==> src/rtl/uart_rx_cfg.sv <==
// Configurable UART receiver: synchronised, majority-voted input, optional parity,
// one or two stop bits, and a valid/ready holding register with error flags.
module uart_rx_cfg #(
    parameter int CLKS_PER_BIT = 868,
    parameter int DATA_BITS    = 8,
    parameter int PARITY       = 0,
    parameter int STOP_BITS    = 1,
    parameter int SYNC_STAGES  = 2
) (
    input  logic                 clk,
    input  logic                 rst_n,
    input  logic                 uart_rx,
    output logic [DATA_BITS-1:0] rx_data,
    output logic                 rx_valid,
    input  logic                 rx_ready,
    output logic                 parity_err,
    output logic                 frame_err,
    output logic                 overrun,
    output logic                 busy
);

    localparam int HALF = CLKS_PER_BIT / 2;
    localparam int CW   = $clog2(CLKS_PER_BIT);
    localparam int BW   = $clog2(DATA_BITS + 1);

    typedef enum logic [2:0] {
        S_IDLE,
        S_START,
        S_DATA,
        S_PARITY,
        S_STOP,
        S_DONE
    } state_t;

    logic [SYNC_STAGES-1:0] sync_q;
    logic                   rx_s;
    logic                   rx_prev_q;
    logic [2:0]             hist_q;
    logic                   vote;

    state_t                 state_q, state_d;
    logic [CW-1:0]          cnt_q, cnt_d;
    logic [BW-1:0]          bit_q, bit_d;
    logic [DATA_BITS-1:0]   shreg_q, shreg_d;
    logic                   perr_q, perr_d;
    logic                   ferr_q, ferr_d;

    logic [DATA_BITS-1:0]   data_q, data_d;
    logic                   valid_q, valid_d;
    logic                   perr_out_q, perr_out_d;
    logic                   ferr_out_q, ferr_out_d;
    logic                   ovr_q, ovr_d;

    assign rx_s = sync_q[SYNC_STAGES-1];
    assign vote = (hist_q[0] & hist_q[1]) | (hist_q[0] & hist_q[2]) | (hist_q[1] & hist_q[2]);

    // State register; synchroniser and history reset high so release never looks like a start edge.
    always_ff @(posedge clk or negedge rst_n) begin
        if (!rst_n) begin
            sync_q     <= '1;
            rx_prev_q  <= 1'b1;
            hist_q     <= 3'b111;
            state_q    <= S_IDLE;
            cnt_q      <= '0;
            bit_q      <= '0;
            shreg_q    <= '0;
            perr_q     <= 1'b0;
            ferr_q     <= 1'b0;
            data_q     <= '0;
            valid_q    <= 1'b0;
            perr_out_q <= 1'b0;
            ferr_out_q <= 1'b0;
            ovr_q      <= 1'b0;
        end else begin
            sync_q     <= {sync_q[SYNC_STAGES-2:0], uart_rx};
            rx_prev_q  <= rx_s;
            hist_q     <= {hist_q[1:0], rx_s};
            state_q    <= state_d;
            cnt_q      <= cnt_d;
            bit_q      <= bit_d;
            shreg_q    <= shreg_d;
            perr_q     <= perr_d;
            ferr_q     <= ferr_d;
            data_q     <= data_d;
            valid_q    <= valid_d;
            perr_out_q <= perr_out_d;
            ferr_out_q <= ferr_out_d;
            ovr_q      <= ovr_d;
        end
    end

    // cnt_q is cycles since the previous sample point minus one, so it never needs to hold CLKS_PER_BIT.
    always_comb begin
        state_d = state_q;
        cnt_d   = cnt_q + 1'b1;
        bit_d   = bit_q;
        shreg_d = shreg_q;
        perr_d  = perr_q;
        ferr_d  = ferr_q;
        case (state_q)
            S_IDLE: begin
                cnt_d = '0;
                if (!rx_s && rx_prev_q) begin
                    state_d = S_START;
                end
            end
            S_START: begin
                if (cnt_q == CW'(HALF - 1)) begin
                    cnt_d = '0;
                    if (vote) begin
                        state_d = S_IDLE;
                    end else begin
                        state_d = S_DATA;
                        bit_d   = '0;
                        perr_d  = 1'b0;
                        ferr_d  = 1'b0;
                    end
                end
            end
            S_DATA: begin
                if (cnt_q == CW'(CLKS_PER_BIT - 1)) begin
                    cnt_d   = '0;
                    shreg_d = {vote, shreg_q[DATA_BITS-1:1]};
                    if (bit_q == BW'(DATA_BITS - 1)) begin
                        bit_d   = '0;
                        state_d = (PARITY != 0) ? S_PARITY : S_STOP;
                    end else begin
                        bit_d = bit_q + 1'b1;
                    end
                end
            end
            S_PARITY: begin
                if (cnt_q == CW'(CLKS_PER_BIT - 1)) begin
                    cnt_d   = '0;
                    perr_d  = ((^shreg_q) ^ vote) != (PARITY == 1);
                    bit_d   = '0;
                    state_d = S_STOP;
                end
            end
            S_STOP: begin
                if (cnt_q == CW'(CLKS_PER_BIT - 1)) begin
                    cnt_d = '0;
                    if (!vote) begin
                        ferr_d = 1'b1;
                    end
                    if (bit_q == BW'(STOP_BITS - 1)) begin
                        state_d = S_DONE;
                    end else begin
                        bit_d = bit_q + 1'b1;
                    end
                end
            end
            S_DONE: begin
                cnt_d   = '0;
                state_d = S_IDLE;
            end
            default: begin
                cnt_d   = '0;
                state_d = S_IDLE;
            end
        endcase
    end

    // Holding register: an accept and a load in the same cycle leave rx_valid set with the new word.
    always_comb begin
        busy       = (state_q != S_IDLE);
        valid_d    = valid_q;
        data_d     = data_q;
        perr_out_d = perr_out_q;
        ferr_out_d = ferr_out_q;
        ovr_d      = 1'b0;
        if (valid_q && rx_ready) begin
            valid_d    = 1'b0;
            perr_out_d = 1'b0;
            ferr_out_d = 1'b0;
        end
        if (state_q == S_DONE) begin
            if (!valid_q || rx_ready) begin
                valid_d    = 1'b1;
                data_d     = shreg_q;
                perr_out_d = perr_q;
                ferr_out_d = ferr_q;
            end else begin
                ovr_d = 1'b1;
            end
        end
    end

    assign rx_data    = data_q;
    assign rx_valid   = valid_q;
    assign parity_err = perr_out_q;
    assign frame_err  = ferr_out_q;
    assign overrun    = ovr_q;

endmodule

==> config.mk <==
export PLATFORM = sky130hd
export DESIGN_NAME = uart_rx_cfg
export DESIGN_NICKNAME = d
export VERILOG_FILES = /design/src/rtl/uart_rx_cfg.sv
export SDC_FILE = /design/constraint.sdc
export NUM_CORES = 1
export LEC_CHECK = 0
export CAP_MARGIN = 10
export CORE_MARGIN = 2
export CORE_UTILIZATION = 52
export DETAILED_ROUTE_END_ITERATION = 10
export PLACE_DENSITY = 0.75
export SLEW_MARGIN = 20
export SYNTH_ARGS = -nofsm -noshare
export SYNTH_HDL_FRONTEND = slang
export SYNTH_SLANG_ARGS = --single-unit
export TNS_END_PERCENT = 100
==> constraint.sdc <==
create_clock -name clk -period 2.05 [get_ports clk]
set_input_delay 0.205 -clock clk [delete_from_list [all_inputs] [get_ports clk]]
set_output_delay 0.205 -clock clk [all_outputs]
set_load 0.02 [all_outputs]
* After elaboration in Yosys (flattened, before gate mapping) *
Cells that the tools add are included.

storage, ports and cells
  register bits after elaboration = 45
  ROM bits = 0
  logic and storage cells = 97
  output and inout bits = 13
  memories kept = 0
  latch bits = 0
  bits in writable memories = 0
  input bits = 4

operators by class
  reductions and logical operators = 19
  equality and inequality tests = 18
  shift-type cells = 0
  bitwise logic cells = 6
  muxes and demuxes = 38
  $add $sub $neg = 2
  $lt $le $gt $ge = 0
  div/mod/pow operators = 0
  multiply operators = 0

operator list
  kind                                                               count
  4-bit 2-to-1 mux                                                   7
  3-bit 2-to-1 mux                                                   7
  10-bit 2-to-1 mux                                                  2
  2-bit != test (second input constant)                              10
  10-bit case mux with 2 select lines                                1
  1-bit 2-to-1 mux                                                   16
  4-bit case mux with 4 select lines                                 1
  3-bit case mux with 5 select lines                                 1
  7-bit AND reduction                                                2
  10-bit by 1-bit adder with 10-bit output (second input constant)   1
  10-bit == test (second input constant)                             1
  10-bit by 9-bit == test with 1-bit output (second input constant)  1
  8-bit XOR reduction                                                1
  3-bit by 2-bit == test with 1-bit output (second input constant)   2
  3-bit == test (second input constant)                              2
  5-bit AND reduction                                                1
  4-bit by 1-bit adder with 4-bit output (second input constant)     1
  4-bit by 3-bit == test with 1-bit output (second input constant)   1
  4-bit zero test                                                    1
  1-bit case mux with 2 select lines                                 2
  2-bit AND reduction                                                2
  4-bit AND reduction                                                1
  2-bit nonzero test                                                 2
  4-bit nonzero test                                                 1
  other kinds (11)                                                   16

* Logic depth before layout (Yosys ltp) *
Gate-level depths: netlist of run 1.

  word-level depth = 6
  gate-level depth with buffers = 7
  gate-level depth less buffers = 7

* Least setup slack after synthesis of run 1 *
Ideal clock, no wire load.

  path type = flip-flop to flip-flop
  start = reg cnt_q[2]
  end = reg bit_q[1]
  cell stages (with the launch flop) = 6
  data arrival time = 2040 ps
  setup slack = -73 ps
  required time = 1967 ps
  clock period less this slack = 2123 ps
  cells stage by stage = dfrtp_1 or3b_4 nor4b_4 o22ai_2 or4_1 o21ai_0

between the ends
  word-level cells in the longest chain between the ends = 3
  elaborated cells on any way between the ends = 7
  those cells by class = 6 x eq/ne; 1 x reduce/logical

ends and longest elaborated chain
  element                                                                      RTL line  RTL
  start, declared                                                              42        logic [CW-1:0] cnt_q, cnt_d;
  start signal, assigned                                                       79        cnt_q <= cnt_d;
  10-bit == test or 10-bit by 9-bit == test with 1-bit output (tied branches)  n/a
  2-bit != test (no source line)                                               n/a
  7-bit AND reduction (no source line) *                                       n/a
  end signal, assigned                                                         80        bit_q <= bit_d;
  end, declared                                                                43        logic [BW-1:0] bit_q, bit_d;

Every way passes the cells marked *; elsewhere a longest branch is shown, timed or not.
A chain may end at the register's enable or synchronous reset.

* Final worst setup path of run 1 *
Ends and elaborated chain as after synthesis.

==> metrics, run 1 <==
# Max-Cap Violations=0; most common cell after layout, fill and taps aside=dfrtp_1; endpoints failing hold=0; Residual DRC=0; Critical Path RT=2.27 ns; Rel. slew slack=56.34%; setup_tns=0 ns; hold path depth=1; cell count after placement=265; sequential fraction of the synthesis area=52.03%; initial DRC count=105; clock tree sinks=44; Synth Register Bits=44; Area Overhead vs Synth=21.05%; final net count=232; global-route wire length before repair=6.651 mm; routability cong.=0.8646; CTS buffer count=5; Crit. End Element=register; worst vdd ir=485.7 uV; antenna violations before repair=0; syn nets=197; largest net degree at the start of global routing=18; Vias/cell=5.593; top achievable clock speed=501.6 MHz; Skew-Pair Late Insertion Delay=0.30 ns; I/O pin total=17; grt met2 use=31.07%; Initial Util=53.59%; critical path class=reg2reg; P_leak=0.001161 uW; Synth Cell Area=2128 um^2; Setup crit start kind=register; Clock Skews=0.01230 ns; pwr dens=744.9 nW/um^2; met3 Use GR=5.757%; vias in the first global route=1,463; clk buf depth=2; Cell variety after synth=42; Ys Warns=0; cells after synthesis=189; busiest grt layer=met2; Hold WS=0.3181 ns; Core Area=3971 um^2; H-tree lvl count=2; Worst Max-Slew Pin Slew=0.6498 ns; HP Class=in2reg; fillers=308; share of cells above drive strength 1=24.44%; GRT overflow=0; Worst-path clk slew=0.08 ns; via count=1,538; commonest non-fill, non-tap cells in the layout=dfrtp_1, nor2_1, mux2_2, buf_4, clkdlybuf4s50_1; Max FO, Critical Path=4; Die Area=4621 um^2; Post-Route WL=4.127 mm; final cell count without fillers=275; fin crit period=1.994 ns; cell count of the worst reg-to-reg path=5; DR pass1 iterations=4; GRT Overall Usage=19.69%; RSZ-0062 raised after global routing=yes; wire per inst=15.01 um; fin. max-slew vios=0; Critical Path AT=2.22 ns; CTS tree=built; Die W=67.98 um; post-synthesis async set-or-reset flop share=100.0%; dominant synthesized flop cell=dfrtp_1; CTS root buf=clkbuf_8; mean post-synth cell area=11.26 um^2; Post-synth EDFFs=0; DP HPWL=2.963 mm; number of buffers added on ports=16; antenna diode count=0; met1 Usage GRT=25.32%; num rows=23; final setup fails=0; status=completed; Die Ht=67.98 um; Routed Antenna Nets=0; crit share post-route=97.24%
power breakdown:
part	switching [uW]	internal, uW	total, uW	leakage (uW)
logic	161	144	305	0.000540
clock network	300	273	573	0.0000434
registers	92.6	948	1040	0.000577
total	554	1360	1920	0.00116
path summary, 6_finish.rpt:
check                                          from                   end  slack, ns
worst max-delay path             cnt_q[2]$_DFF_PN0_  bit_q[1]$_DFFE_PN0P_       0.06
worst min-delay path                        uart_rx   sync_q[0]$_DFF_PN1_       0.32
worst max register to register   cnt_q[2]$_DFF_PN0_  bit_q[1]$_DFFE_PN0P_       0.06
worst min register to register  sync_q[0]$_DFF_PN1_   sync_q[1]$_DFF_PN1_       0.36
max in group asynchronous                     rst_n   sync_q[0]$_DFF_PN1_       1.09
min in group asynchronous                     rst_n    rx_valid$_DFF_PN0_       0.34
stage by stage:
step / setup WS, ns / power (uW) / utilization, % / area (um^2)
2_1_floorplan: 0.01059 / 1211 / - / 2128
3_3_place_gp: 0.1382 / 1326 / 61.44 / 2440
3_5_place_dp: 0.1018 / 1343 / 61.44 / 2440
4_1_cts: 0.08117 / 1917 / 64.15 / 2547
5_1_grt: -0.03373 / 2009 / 64.87 / 2576
6_report: 0.05649 / 1919 / 64.87 / 2576
synth_stat cells, types with 3 or more instances:
cell	count	area share [%]
inv_1	6	1.1
clkbuf_1	3	0.53
nor3b_1	5	1.8
dfstp_2	5	6.2
nor3_1	5	1.2
xor2_1	6	2.5
mux2_2	17	9.0
xnor2_1	11	4.5
nand3_1	8	1.9
nand2b_1	4	1.2
o21ai_0	6	1.4
a21oi_1	4	0.94
nand2_1	7	1.2
dfrtp_1	39	46
nor2b_1	4	1.2
nor2_1	21	3.7
ha_1	4	2.4
metal layers:
metal	part of all wire [%]	up-vias
li1	-	735
met1	45	757
met2	50	40
met3	4.0	6
met4	1.5	0
met5	0	-
registers in the layout (all words and copies together) (netlist names):
name / cells
cnt_q: 10
rx_data: 8
shreg_q: 8
bit_q: 4
hist_q: 3
state_q: 3
sync_q: 2
ferr_q: 1
frame_err: 1
overrun: 1
parity_err: 1
perr_q: 1
rx_valid: 1
cells by family after synthesis:
| logic type | Yosys count | share of synthesized area, % |
|---|---|---|
| and+or+nand+nor | 69 | 18.40 |
| DFF | 44 | 52.03 |
| AOI/OAI and AO/OA | 24 | 7.878 |
| muxes | 19 | 9.935 |
| xor gates and xnor gates | 17 | 6.996 |
| buffers and inverters | 11 | 1.940 |
| adders and majority gates | 5 | 2.822 |
cell type report:
type | count | area (um^2) | area share (%)
timing repair buffer | 33 | 285.3 | 11.07
multi-input combinational | 134 | 1001 | 38.85
clock buffer | 6 | 82.58 | 3.205
clock inverter | 2 | 15.01 | 0.5828
tap | 50 | 62.56 | 2.428
inverter | 6 | 22.52 | 0.8742
sequential | 44 | 1107 | 42.98
critical path, cell delays in order (launching register included):
cell and delay [ns]:
dfrtp_1 0.39, or3b_4 0.44, nor4b_4 0.37, o22ai_2 0.12, or4_1 0.51, o21ai_1 0.09
timing repair:
action	4_1_cts	5_1_grt
endpoints found under the setup margin	0	1
endpoints found under the hold margin	15	0
buffers inserted	0	1
hold buffers	1	0
resized for setup	0	4
Note: power is estimated with default switching activity, not from simulation.
==> run 2: changes to the inputs <==
Settings changed: PLACE_DENSITY 0.75 to 0.85, SLEW_MARGIN 20 to not set.
==> run 2 against run 1 <==
Compared with the run above: worst hold slack worse by 0.0050 ns; flip-flop and latch count unchanged; clock skew shrank 0.0039 ns; clock-buffer cell count up 1; global-route usage fell by 1.1 points; critical path depth up 1; sequential share of layout area up 0.66 points; combinational power decreased by 5%; routed wire length is 7.9% lower; final area is 1.5% lower; highest routed layer unchanged.
==> metrics, run 2 (synthesis results as in run 1) <==
met3 Use GR=5.099% (was 5.757%); Worst-path clk slew=0.08 ns (about the same); CTS buffer count=5 (unchanged); final net count=229 (was 232); clk buf depth=2 (unchanged); Setup crit start kind=register (unchanged); crit share post-route=95.84% (was 97.24%); cell count after placement=263 (was 265); CP peak stage delay=0.43 ns (was 0.51 ns); Reg with most FFs=cnt_q (unchanged); CTS tree=built (unchanged); Routed Antenna Nets=0 (unchanged); multi-input logic area=1001 um^2 (unchanged); Largest register FFs=10 (unchanged); fin. max-slew vios=0 (unchanged); Critical Path AT=2.14 ns (was 2.22 ns); pwr dens=727.5 nW/um^2 (was 744.9 nW/um^2); antenna diode count=0 (unchanged); GRT Overall Usage=18.56% (was 19.69%); HP Class=in2reg (unchanged); Crit. End Element=register (unchanged); fin crit period=1.965 ns (was 1.994 ns); met1 Usage GRT=23.37% (was 25.32%); Setup WS post-layout=0.08518 ns (was 0.05649 ns); pre-CTS setup slack=0.1157 ns (was 0.1018 ns); Initial Util=53.59% (unchanged); endpoints failing hold=0 (unchanged); share of cells above drive strength 1=22.52% (was 24.44%); status=completed (unchanged); Critical Path RT=2.22 ns (was 2.27 ns); Post-CTS Setup Inserts=0 (unchanged); grt met2 use=30.10% (was 31.07%); Skew-Pair Late Insertion Delay=0.30 ns (about the same); P_leak=0.001146 uW (was 0.001161 uW); clock tree sinks=44 (unchanged); Die Area=4621 um^2 (unchanged); cell count of the worst reg-to-reg path=6 (was 5); Area Overhead vs Synth=19.22% (was 21.05%); initial DRC count=103 (was 105); Worst Max-Slew Pin Slew=0.5387 ns (was 0.6498 ns); CTS root buf=clkbuf_8 (unchanged); critical path class=reg2reg (unchanged); # Max-Cap Violations=0 (unchanged); commonest non-fill, non-tap cells in the layout=dfrtp_1, nor2_1, mux2_2, clkdlybuf4s50_1, buf_4 (was dfrtp_1, nor2_1, mux2_2, buf_4, clkdlybuf4s50_1); r2r setup slk=0.09 ns (was 0.06 ns); Core Area=3971 um^2 (unchanged); Die Ht=67.98 um (unchanged); DP HPWL=2.720 mm (was 2.963 mm); Hold WS=0.3130 ns (was 0.3181 ns); Die W=67.98 um (unchanged); via count=1,483 (was 1,538); R2R Path Start=cnt_q[2]$_DFF_PN0_ (unchanged); routability cong.=0.8400 (was 0.8646); number of buffers added on ports=16 (unchanged); I/O pin total=17 (unchanged); Rel. slew slack=64.09% (was 56.34%); FF-to-FF End=bit_q[3]$_DFFE_PN0P_ (was bit_q[1]$_DFFE_PN0P_); GRT overflow=0 (unchanged); Post-Route WL=3.803 mm (was 4.127 mm); FF/Latch Area=1107 um^2 (unchanged); Vias/cell=5.452 (was 5.593); worst vdd ir=487.9 uV (was 485.7 uV); hold path depth=1 (unchanged); antenna violations before repair=0 (unchanged); DP Area=2425 um^2 (was 2440 um^2); crit-path cells=or3b_4, nor4b_4, o22ai_2, buf_4, o31ai_1, o41ai_2 (was or3b_4, nor4b_4, o22ai_2, or4_1, o21ai_1); global-route wire length before repair=6.334 mm (was 6.651 mm); Hold Crit Endpoint=sync_q[0]$_DFF_PN1_ (unchanged); num rows=23 (unchanged); Crit-path slowest cell=or3b_4 (was or4_1); design area=2537 um^2 (was 2576 um^2); wire per inst=13.98 um (was 15.01 um); final cell count without fillers=272 (was 275); DR pass1 iterations=4 (unchanged); min-delay src=uart_rx (unchanged); largest net degree at the start of global routing=45 (was 18); final setup fails=0 (unchanged); Residual DRC=0 (unchanged); vias in the first global route=1,446 (was 1,463); most common cell after layout, fill and taps aside=dfrtp_1 (unchanged); Max FO, Critical Path=4 (unchanged); fillers=314 (was 308); busiest grt layer=met2 (unchanged); H-tree lvl count=2 (unchanged); Clock Skews=0.008421 ns (was 0.01230 ns); top achievable clock speed=509.0 MHz (was 501.6 MHz)
[run 2: critical path: cells and delay by family, from the launching register on]
family                 cells  cell delay [ns]
buffers and inverters      1             0.16
AOI/OAI and AO/OA          3             0.53
DFF                        1             0.38
and+or+nand+nor            2             0.77
[run 2: how the worst max path moves through the flow]
stage | endpoint | startpoint | cells after the start | slack [ns]
6_report | bit_q[3]$_DFFE_PN0P_ | cnt_q[2]$_DFF_PN0_ | 6 | 0.09
5_1_grt | bit_q[3]$_DFFE_PN0P_ | cnt_q[8]$_DFF_PN0_ | 6 | -0.02
4_1_cts | busy | state_q[1]$_DFFE_PN0P_ | 3 | 0.08
3_5_place_dp | bit_q[1]$_DFFE_PN0P_ | cnt_q[8]$_DFF_PN0_ | 5 | 0.12
3_3_place_gp | bit_q[1]$_DFFE_PN0P_ | cnt_q[2]$_DFF_PN0_ | 5 | 0.15
2_1_floorplan | bit_q[1]$_DFFE_PN0P_ | cnt_q[2]$_DFF_PN0_ | 5 | 0.01
[run 2: layout make-up]
type / instances / share of cell area, %
clock buffers: 7 / 3.008
clock inverters: 1 / 0.1972
inverters: 6 / 0.8876
multi-input cells: 134 / 39.45
flip-flops and latches: 44 / 43.64
well taps: 50 / 2.465
repair buffers: 30 / 10.36
[run 2: power breakdown]
| part | total (uW) | switching, uW | internal [uW] |
|---|---|---|---|
| Sequential | 1030 | 85.8 | 948 |
| Combinational | 289 | 146 | 142 |
| Clock | 523 | 284 | 239 |
[run 2: metal layers]
metal / vias to the layer above / part of all wire, %
li1: 733 / -
met1: 718 / 47
met2: 24 / 48
met3: 8 / 3.0
met4: 0 / 2.4
met5: - / 0
[run 2: what timing repair did]
item | in CTS | in global routing
endpoints found under the setup margin | 0 | 2
endpoints found under the hold margin | 34 | 0
hold buffers | 1 | 0
gates resized for setup | 0 | 4
[run 2: stage by stage]
step	total power, uW	util (%)	setup TNS (ns)
after detailed placement	1335	61.06	0
after CTS	1853	63.36	0
final	1846	63.89	0
after global placement	1327	61.06	0
after floorplan	1211	-	0
after global routing	1928	63.89	-0.02182
